## src/rtl/lcd_spectrum_show_if.sv

```systemverilog
// rtl/lcd_spectrum_show_if.sv - band level write port (valid/ready)
interface lcd_spectrum_show_if #(
  parameter int LEVEL_W = 8
);
  logic               band_valid;
  logic               band_ready;
  logic [4:0]         band_idx;
  logic [LEVEL_W-1:0] band_level;

  modport master (
    output band_valid,
    output band_idx,
    output band_level,
    input  band_ready
  );

  modport slave (
    input  band_valid,
    input  band_idx,
    input  band_level,
    output band_ready
  );
endinterface

```

## src/rtl/lcd_spectrum_show.sv

```systemverilog
// rtl/lcd_spectrum_show.sv - per-band level bar graph with peak hold, double-buffered levels
module lcd_spectrum_show #(
  parameter int          NUM_BANDS    = 16,
  parameter int          LEVEL_W      = 8,
  parameter int          BAND_SHIFT   = 5,
  parameter int          GAP          = 4,
  parameter int          DECAY_FRAMES = 4,
  parameter logic [15:0] BAR_COLOR    = 16'h07E0,
  parameter logic [15:0] PEAK_COLOR   = 16'hF800,
  parameter logic [15:0] BG_COLOR     = 16'h0000
) (
  input  logic                     sys_clk,
  input  logic                     sys_rst,
  lcd_spectrum_show_if.slave       band_if,
  input  logic [10:0]              pixel_x,
  input  logic [10:0]              pixel_y,
  input  logic [10:0]              h_res,
  input  logic [10:0]              v_res,
  output logic [15:0]              pixel_data,
  output logic                     frame_tick
);
  localparam int                BIDX_W    = $clog2(NUM_BANDS);
  localparam int                DCNT_W    = (DECAY_FRAMES > 1) ? $clog2(DECAY_FRAMES) : 1;
  localparam logic [10:0]       NB_11     = 11'(NUM_BANDS);
  localparam logic [10:0]       COL_MASK  = 11'((1 << BAND_SHIFT) - 1);
  localparam logic [10:0]       COL_LIM   = 11'((1 << BAND_SHIFT) - GAP);
  localparam logic [DCNT_W-1:0] DCNT_LAST = DCNT_W'(DECAY_FRAMES - 1);

  logic [LEVEL_W-1:0] r_wr_lvl   [NUM_BANDS];
  logic [LEVEL_W-1:0] r_disp_lvl [NUM_BANDS];
  logic [LEVEL_W-1:0] r_peak     [NUM_BANDS];
  logic [DCNT_W-1:0]  r_dcnt     [NUM_BANDS];

  logic              r_origin_d;
  logic              r_band_ready;
  logic              r_frame_tick;
  logic [BIDX_W-1:0] r_band;
  logic [10:0]       r_row;
  logic              r_blank;
  logic              r_gap;

  logic              w_at_origin;
  logic              w_frame_start;
  logic              w_wr_en;
  logic [BIDX_W-1:0] w_wr_sel;
  logic [10:0]       w_band;
  logic [10:0]       w_row;
  logic              w_blank;
  logic              w_gap;
  logic [10:0]       w_lvl_11;
  logic [10:0]       w_peak_11;

  assign w_at_origin   = (pixel_x == 11'd0) && (pixel_y == 11'd0);
  assign w_frame_start = w_at_origin && !r_origin_d;
  // Out-of-range indices complete the handshake but never touch the store
  assign w_wr_en  = band_if.band_valid && r_band_ready &&
                    ({1'b0, band_if.band_idx} < 6'(NUM_BANDS));
  assign w_wr_sel = band_if.band_idx[BIDX_W-1:0];

  assign band_if.band_ready = r_band_ready;
  assign frame_tick         = r_frame_tick;

  // Detector starts primed so a reset release at (0,0) is not a frame start
  always_ff @(posedge sys_clk or negedge sys_rst) begin
    if (!sys_rst) begin
      r_origin_d   <= 1'b1;
      r_band_ready <= 1'b0;
      r_frame_tick <= 1'b0;
    end else begin
      r_origin_d   <= w_at_origin;
      r_frame_tick <= w_frame_start;
      r_band_ready <= !w_frame_start;
    end
  end

  always_ff @(posedge sys_clk or negedge sys_rst) begin
    if (!sys_rst) begin
      for (int i = 0; i < NUM_BANDS; i++) begin
        r_wr_lvl[i]   <= '0;
        r_disp_lvl[i] <= '0;
        r_peak[i]     <= '0;
        r_dcnt[i]     <= '0;
      end
    end else begin
      if (w_wr_en) begin
        r_wr_lvl[w_wr_sel] <= band_if.band_level;
      end
      if (r_frame_tick) begin
        for (int i = 0; i < NUM_BANDS; i++) begin
          r_disp_lvl[i] <= r_wr_lvl[i];
          if (r_wr_lvl[i] >= r_peak[i]) begin
            r_peak[i] <= r_wr_lvl[i];
            r_dcnt[i] <= '0;
          end else if (r_dcnt[i] == DCNT_LAST) begin
            r_peak[i] <= r_peak[i] - LEVEL_W'(1);
            r_dcnt[i] <= '0;
          end else begin
            r_dcnt[i] <= r_dcnt[i] + DCNT_W'(1);
          end
        end
      end
    end
  end

  assign w_band  = pixel_x >> BAND_SHIFT;
  assign w_row   = v_res - 11'd1 - pixel_y;
  assign w_blank = (pixel_x >= h_res) || (pixel_y >= v_res) || (w_band >= NB_11);
  assign w_gap   = (pixel_x & COL_MASK) >= COL_LIM;

  always_ff @(posedge sys_clk or negedge sys_rst) begin
    if (!sys_rst) begin
      r_band  <= '0;
      r_row   <= '0;
      r_blank <= 1'b1;
      r_gap   <= 1'b0;
    end else begin
      r_band  <= w_band[BIDX_W-1:0];
      r_row   <= w_row;
      r_blank <= w_blank;
      r_gap   <= w_gap;
    end
  end

  assign w_lvl_11  = 11'(r_disp_lvl[r_band]);
  assign w_peak_11 = 11'(r_peak[r_band]);

  always_ff @(posedge sys_clk or negedge sys_rst) begin
    if (!sys_rst) begin
      pixel_data <= BG_COLOR;
    end else if (r_blank || r_gap) begin
      pixel_data <= BG_COLOR;
    end else if ((w_peak_11 != 11'd0) && (r_row == w_peak_11)) begin
      pixel_data <= PEAK_COLOR;
    end else if (r_row < w_lvl_11) begin
      pixel_data <= BAR_COLOR;
    end else begin
      pixel_data <= BG_COLOR;
    end
  end
endmodule

```

## src/flat_wrapper.sv

```systemverilog
// flat-port wrapper written by rule: the top's interface ports become plain ports
module lcd_spectrum_show_flat 
#(
  parameter int          NUM_BANDS    = 16,
  parameter int          LEVEL_W      = 8,
  parameter int          BAND_SHIFT   = 5,
  parameter int          GAP          = 4,
  parameter int          DECAY_FRAMES = 4,
  parameter logic [15:0] BAR_COLOR    = 16'h07E0,
  parameter logic [15:0] PEAK_COLOR   = 16'hF800,
  parameter logic [15:0] BG_COLOR     = 16'h0000
)
  (sys_clk, sys_rst, pixel_x, pixel_y, h_res, v_res, pixel_data, frame_tick, band_if_band_valid, band_if_band_idx, band_if_band_level, band_if_band_ready);
  lcd_spectrum_show_if #(.LEVEL_W(LEVEL_W)) band_if_i ();
  input  logic sys_clk;
  input  logic sys_rst;
  input  logic [10:0] pixel_x;
  input  logic [10:0] pixel_y;
  input  logic [10:0] h_res;
  input  logic [10:0] v_res;
  output logic [15:0] pixel_data;
  output logic frame_tick;
  input wire logic [$bits(band_if_i.band_valid)-1:0] band_if_band_valid;
  input wire logic [$bits(band_if_i.band_idx)-1:0] band_if_band_idx;
  input wire logic [$bits(band_if_i.band_level)-1:0] band_if_band_level;
  output wire logic [$bits(band_if_i.band_ready)-1:0] band_if_band_ready;
  assign band_if_i.band_valid = band_if_band_valid;
  assign band_if_i.band_idx = band_if_band_idx;
  assign band_if_i.band_level = band_if_band_level;
  assign band_if_band_ready = band_if_i.band_ready;
  lcd_spectrum_show #(.NUM_BANDS(NUM_BANDS), .LEVEL_W(LEVEL_W), .BAND_SHIFT(BAND_SHIFT), .GAP(GAP), .DECAY_FRAMES(DECAY_FRAMES), .BAR_COLOR(BAR_COLOR), .PEAK_COLOR(PEAK_COLOR), .BG_COLOR(BG_COLOR)) u_core (.sys_clk(sys_clk), .sys_rst(sys_rst), .band_if(band_if_i), .pixel_x(pixel_x), .pixel_y(pixel_y), .h_res(h_res), .v_res(v_res), .pixel_data(pixel_data), .frame_tick(frame_tick));
endmodule
```

## config.mk

```make
export PLATFORM = sky130hd
export DESIGN_NAME = lcd_spectrum_show_flat
export DESIGN_NICKNAME = d
export VERILOG_FILES = /design/src/rtl/lcd_spectrum_show_if.sv /design/src/rtl/lcd_spectrum_show.sv /design/src/flat_wrapper.sv
export SDC_FILE = /design/constraint.sdc
export NUM_CORES = 1
export LEC_CHECK = 0
export ABC_AREA = 1
export CAP_MARGIN = 20
export CORE_MARGIN = 2
export CORE_UTILIZATION = 30
export CTS_BUF_LIST = sky130_fd_sc_hd__clkbuf_4 sky130_fd_sc_hd__clkbuf_8
export CTS_CLUSTER_SIZE = 40
export DETAILED_ROUTE_END_ITERATION = 12
export PLACE_DENSITY = 0.54
export REMOVE_ABC_BUFFERS = 1
export SYNTH_ARGS = -nofsm -noshare
export SYNTH_HDL_FRONTEND = slang
export SYNTH_SLANG_ARGS = --single-unit
export TNS_END_PERCENT = 10
```

## constraint.sdc

```tcl
create_clock -name sys_clk -period 3.85 [get_ports sys_clk]
set_input_delay 0.77 -clock sys_clk [delete_from_list [all_inputs] [get_ports sys_clk]]
set_output_delay 0.77 -clock sys_clk [all_outputs]
set_load 0.05 [all_outputs]
```

# Word-level counts from Yosys, hierarchy flattened
# Index checks and enable logic that the tools add are counted.
# totals
register_bits,452
inputBits,60
out_inout_bits,18
elab_cells,272
# op_classes
n_addsub,34
n_lt_le_gt_ge,25
n_eq_ne,17
n_mux,76
bitwise_logic,2
reduce_logical,46
# ops
operator,n
$mux W8,37
$bwmux W128,1
$ge A8 B8 Y1,16
$sub A8 B1 Y8 const B,16
$bmux W8 S4,2
$mux W2,32
$add A2 B1 Y2 const B,16
$demux W8 S4,1
$eq A2 B2 Y1 const B,16
$mux W16,2
$reduce_and A2 Y1,16
$reduce_bool A2 Y1,16
$ge A11 B11 Y1,2
$logic_not A11 Y1,2
$ge A5 B5 Y1 const B,3
$eq A11 B8 Y1,1
$lt A11 B8 Y1,1
$mux W11,1
$reduce_bool A11 Y1,1
$sub A11 B1 Y11 const B,1
$sub A11 B11 Y11,1
$not A4 Y5,2
$ge A6 B5 Y1 const B,1
$logic_and A1 B1 Y1,6
other kinds (4),7

# Depth between registers and ports, before layout
# depth
ltp_word,8
depth_mapped,21
mapped_depth_nobuf,17

# Least setup slack after synthesis
# No wires, ideal clock.
# synth_path
path_kind,register -> register
from,register u_core.r_band[1]
to,register u_core.pixel_data[10]
setup_time_ps,71
arrival_time_ps,2310
required_time_ps,3779
path_slack_ps,1468
stages_incl_launch_ff,19
path_buffers,3
cell_sequence,dfrtp_1 inv_2 buf_2 buf_2 clkbuf_1 a21oi_1 o21ai_0 nand3_1 nand3_1 nand2_1 inv_1 ha_1 a21oi_1 nor3_1 a211oi_1 nand2_1 nand2_1 nand2_1 nor2_1
# synth_via
elab_chain_len,8
elab_cells_between_ends,14
classes_between,1 x order compare; 1 x eq/ne; 9 x mux; 1 x bitwise; 2 x reduce/logical
# synth_rtl
item,line_no,rtl
from (decl),lcd_spectrum_show.sv:37,logic [BIDX_W-1:0] r_band;
from (signal assigned),lcd_spectrum_show.sv:117,r_band <= w_band[BIDX_W-1:0];
$not A4 Y5 (not written as such) *,"lcd_spectrum_show.sv:124, lcd_spectrum_show.sv:125",
"$bmux W8 S4, on equally long branches","lcd_spectrum_show.sv:124, lcd_spectrum_show.sv:125",
"$mux W8, on equally long branches (2 in series)","lcd_spectrum_show.sv:124, lcd_spectrum_show.sv:125",
$lt A11 B8 Y1 (tied with other cells),lcd_spectrum_show.sv:134,end else if (r_row < w_lvl_11) begin
$mux W11 or $logic_and A1 B1 Y1 (tied branches),"lcd_spectrum_show.sv:134, lcd_spectrum_show.sv:132",
$mux W16 *,lcd_spectrum_show.sv:132,end else if ((w_peak_11 != 11'd0) && (r_row == w_peak_11)) begin
$mux W16 *,lcd_spectrum_show.sv:130,end else if (r_blank || r_gap) begin
to (signal assigned),lcd_spectrum_show.sv:131,pixel_data <= BG_COLOR;
to (signal assigned),lcd_spectrum_show.sv:133,pixel_data <= PEAK_COLOR;
to (signal assigned),lcd_spectrum_show.sv:135,pixel_data <= BAR_COLOR;
to (decl),lcd_spectrum_show.sv:19,"output logic [15:0] pixel_data,"
# Every way passes the cells marked *; elsewhere a longest branch is shown, timed or not. The select of a mux whose other input is x is not followed.
# A chain may end at the register's enable or synchronous reset.

# Worst setup path after layout
# layout_path
from,"register u_core.r_frame_tick, in the netlist u_core.frame_tick"
to,output frame_tick
# layout_lines
item,line_no,rtl
from (decl),lcd_spectrum_show.sv:36,logic r_frame_tick;
from (signal assigned),lcd_spectrum_show.sv:71,r_frame_tick <= w_frame_start;
to (decl),flat_wrapper.sv:22,output logic frame_tick;
# No word-level cell between the ends.

==> flow_summary.json <==
{
  "ys_seq_elements": 438,
  "clock.fmax_mhz": 326,
  "cpMaxStageDelayCell": "clkdlybuf4s50_1",
  "fin_crit_sh_pct": 79.7,
  "crit_start": "u_core.frame_tick$_DFF_PN0_",
  "worst_pin_slew_ps": 1160,
  "synthCells": 3128,
  "slew_viol_final": 0,
  "synth_edf_count": 0,
  "cp_num_buf_inv": 1,
  "insertion_delay_ps": 680,
  "dr_wl_met2_mm": 33.5,
  "die_area_sq_mm": 0.0882,
  "r2r-start": "u_core.r_band[0]$_DFF_PN0_",
  "setup_viol": 0,
  "ys_types": 37,
  "hold_viol": 0,
  "grt_pass1_vias": 20717,
  "hpwl_mm": 53.0,
  "cp.depth": 1,
  "nets": 3429,
  "routedWlPerCell_um": 17.3,
  "gp_congestion": 0.847,
  "viasPerCell": 4.86,
  "syn_avg_cell_area_sq_um": 8.23,
  "rows": 107,
  "yosys-top-cells-area": "dfrtp_1, ha_1, nand2_1, o21ai_0, inv_1",
  "worstPathCellList": "clkdlybuf4s50_1",
  "worstRegToRegCells": 16,
  "hold_class": "primary input to async pin",
  "grt_pass1_wl_mm": 120,
  "drt-pass1-iter-count": 6,
  "clock-root-buffer": "clkbuf_8",
  "crit_path_max_incr_delay_ps": 910,
  "design_area_sq_mm": 0.0294,
  "slew_headroom_pct": 22.6,
  "finalWirelength_mm": 75.6,
  "yosysTopAreaCellShare_pct": 42.4,
  "cts_resized": 0,
  "die_h_um": 297,
  "pin_count": 78,
  "cts_tree": "built",
  "synth_top_area_cell": "dfrtp_1",
  "antenna_found_initial": 7,
  "vias": 21267,
  "drive_gt1_share_pct": 8.11,
  "skew_ps": 34.7,
  "cts-hold-fix-buffers": 0,
  "cts_buffer_depth": 3,
  "end_kind": "output pin",
  "cap_viol_max_count": 0,
  "initial_core_util_pct": 30.3,
  "status": "complete, no violations",
  "overflow": 0,
  "die_w_um": 297,
  "drcViolationCount": 0,
  "wl_met3_mm": 4.26,
  "fin_crit_ps": 3070,
  "peakVddDrop_uv": 191,
  "cts-buffers-inserted": 84,
  "post_cts_buffers": 0,
  "drtAntennaViolNets": 0,
  "critPathCapture": "frame_tick",
  "worst-path-max-fanout": 22,
  "pre_cts_ws_ps": 993,
  "synthToLayoutAreaGrowth_pct": 14.2,
  "drt_iter0_markers": 1581,
  "fp.coreArea_sq_mm": 0.0851,
  "clkSinkCount": 438,
  "utilization_pct": 34.6,
  "rsz0062_at_grt": "false",
  "crit_arrival_ps": 2300,
  "crit_type": "flop to output pin",
  "crit_family": "buffers and inverters",
  "grt_max_degree": 142,
  "syn_area_sq_mm": 0.0258,
  "dpl_cell_area_sq_mm": 0.0275,
  "clk_pin_slew_ps": 60,
  "startpoint_type": "flop",
  "yosysWarnings": 0,
  "rrSetupSlack_ps": 1020,
  "cts_max_level": 3,
  "grt_util_all_layers_pct": 17.2,
  "cp.required_ps": 3080,
  "ys_seq_area_share_pct": 42.6,
  "power_per_cell_area_mw_per_mm2": 436,
  "met1_length_mm": 36.0,
  "synth.most_common_cell": "nand2_1",
  "port_buffers": 72,
  "top_layer": "met5",
  "netlist_top_cells_count": "nand2_1, dfrtp_1, o21ai_0",
  "power.leakage_nw": 14.0,
  "synthFlopType": "dfrtp_1",
  "finalWorstSetupSlack_ps": 781,
  "async_reset_ff_share_pct": 100,
  "r2r_end": "u_core.pixel_data[10]$_DFF_PN0_"
}
[metrics by stage]
step | instances | TNS (ps) | power [W] | hold slack [ps]
after floorplan | 2979 | -459360 | 0.00679 | 453
after global placement | 4227 | 0 | 0.00767 | 468
after detailed placement | 4227 | 0 | 0.00771 | 474
after CTS | 4374 | 0 | 0.0130 | 129
after global routing | 4376 | 0 | 0.0136 | 182
final | 4376 | 0 | 0.0128 | 134
[how the worst min path moves through the flow]
stage	cells past startpoint	slack (ps)	from	to
global route	1	180	sys_rst	u_core.r_dcnt[20]$_DFFE_PN0P_
finish	1	130	sys_rst	u_core.r_dcnt[20]$_DFFE_PN0P_
detailed placement	2	470	u_core.r_wr_lvl[72]$_DFFE_PN0P_	u_core.r_wr_lvl[72]$_DFFE_PN0P_
floorplan	2	450	u_core.r_wr_lvl[104]$_DFFE_PN0P_	u_core.r_wr_lvl[104]$_DFFE_PN0P_
global placement	2	470	u_core.r_wr_lvl[104]$_DFFE_PN0P_	u_core.r_wr_lvl[104]$_DFFE_PN0P_
CTS	1	130	sys_rst	u_core.r_peak[94]$_DFFE_PN0P_
[where the power goes]
group          internal [W]  switching (W)
registers           0.00488       0.000396
logic              0.000800        0.00156
clock network       0.00307        0.00211
total               0.00876        0.00406
[final cells by class]
class,instances,area [sq um]
sequential,438,11000
inverter,366,1380
clock buffer,131,1670
fill,9055,55700
tap,1144,1430
multi-input combinational,2175,12700
timing repair buffer,105,1080
clock inverter,16,210
antenna,1,2.50
[logic make-up (layout without fill, tap and decap cells)]
kind of cell | after synthesis | count (layout) | synth area share, %
and+or+nand+nor | 1100 | 1100 | 17.9
AOI/OAI and AO/OA | 695 | 695 | 14.9
buffers and inverters | 519 | 618 | 8.27
DFF | 438 | 438 | 42.6
adders and majority gates | 199 | 199 | 9.70
xor gates and xnor gates | 107 | 107 | 3.64
muxes | 69 | 69 | 3.02
other | 1 | 6 | 0.0146
[sequential cells by signal (all words and copies together), names as in the netlist]
register / count
u_core.r_disp_lvl: 128
u_core.r_peak: 128
u_core.r_wr_lvl: 128
u_core.r_dcnt: 32
u_core.r_row: 11
u_core.r_band: 4
u_core.pixel_data: 2
u_core.band_if.band_ready: 1
u_core.frame_tick: 1
u_core.r_blank: 1
u_core.r_gap: 1
u_core.r_origin_d: 1
[placed cells by master (no fill, tap or decap), drive strengths merged, types with 2 or more instances in the layout]
| cell | Yosys | routed |
|---|---|---|
| a211oi | 3 | 3 |
| a21oi | 151 | 151 |
| a31oi | 50 | 50 |
| and3 | 2 | 2 |
| buf | 87 | 34 |
| bufinv | 0 | 5 |
| clkbuf | 66 | 131 |
| clkdlybuf4s50 | 0 | 71 |
| clkinv | 0 | 9 |
| clkinvlp | 0 | 2 |
| conb | 1 | 5 |
| dfrtp | 436 | 436 |
| dfstp | 2 | 2 |
| ha | 198 | 198 |
| inv | 366 | 366 |
| mux2 | 69 | 69 |
| nand2 | 654 | 654 |
| nand3 | 215 | 215 |
| nand3b | 3 | 3 |
| nand4 | 42 | 42 |
| nor2 | 122 | 122 |
| nor3 | 53 | 53 |
| nor4 | 4 | 4 |
| o211ai | 91 | 91 |
| o21a | 16 | 16 |
| o21ai | 382 | 382 |
| or2 | 2 | 2 |
| xnor2 | 18 | 18 |
| xor2 | 89 | 89 |
[per-layer routing]
layer	track usage (%)	up-vias
li1	-	10554
met1	24.2	10068
met2	26.7	522
met3	3.00	119
met4	5.47	4
met5	0	-
(Power assumes the default switching activity.)
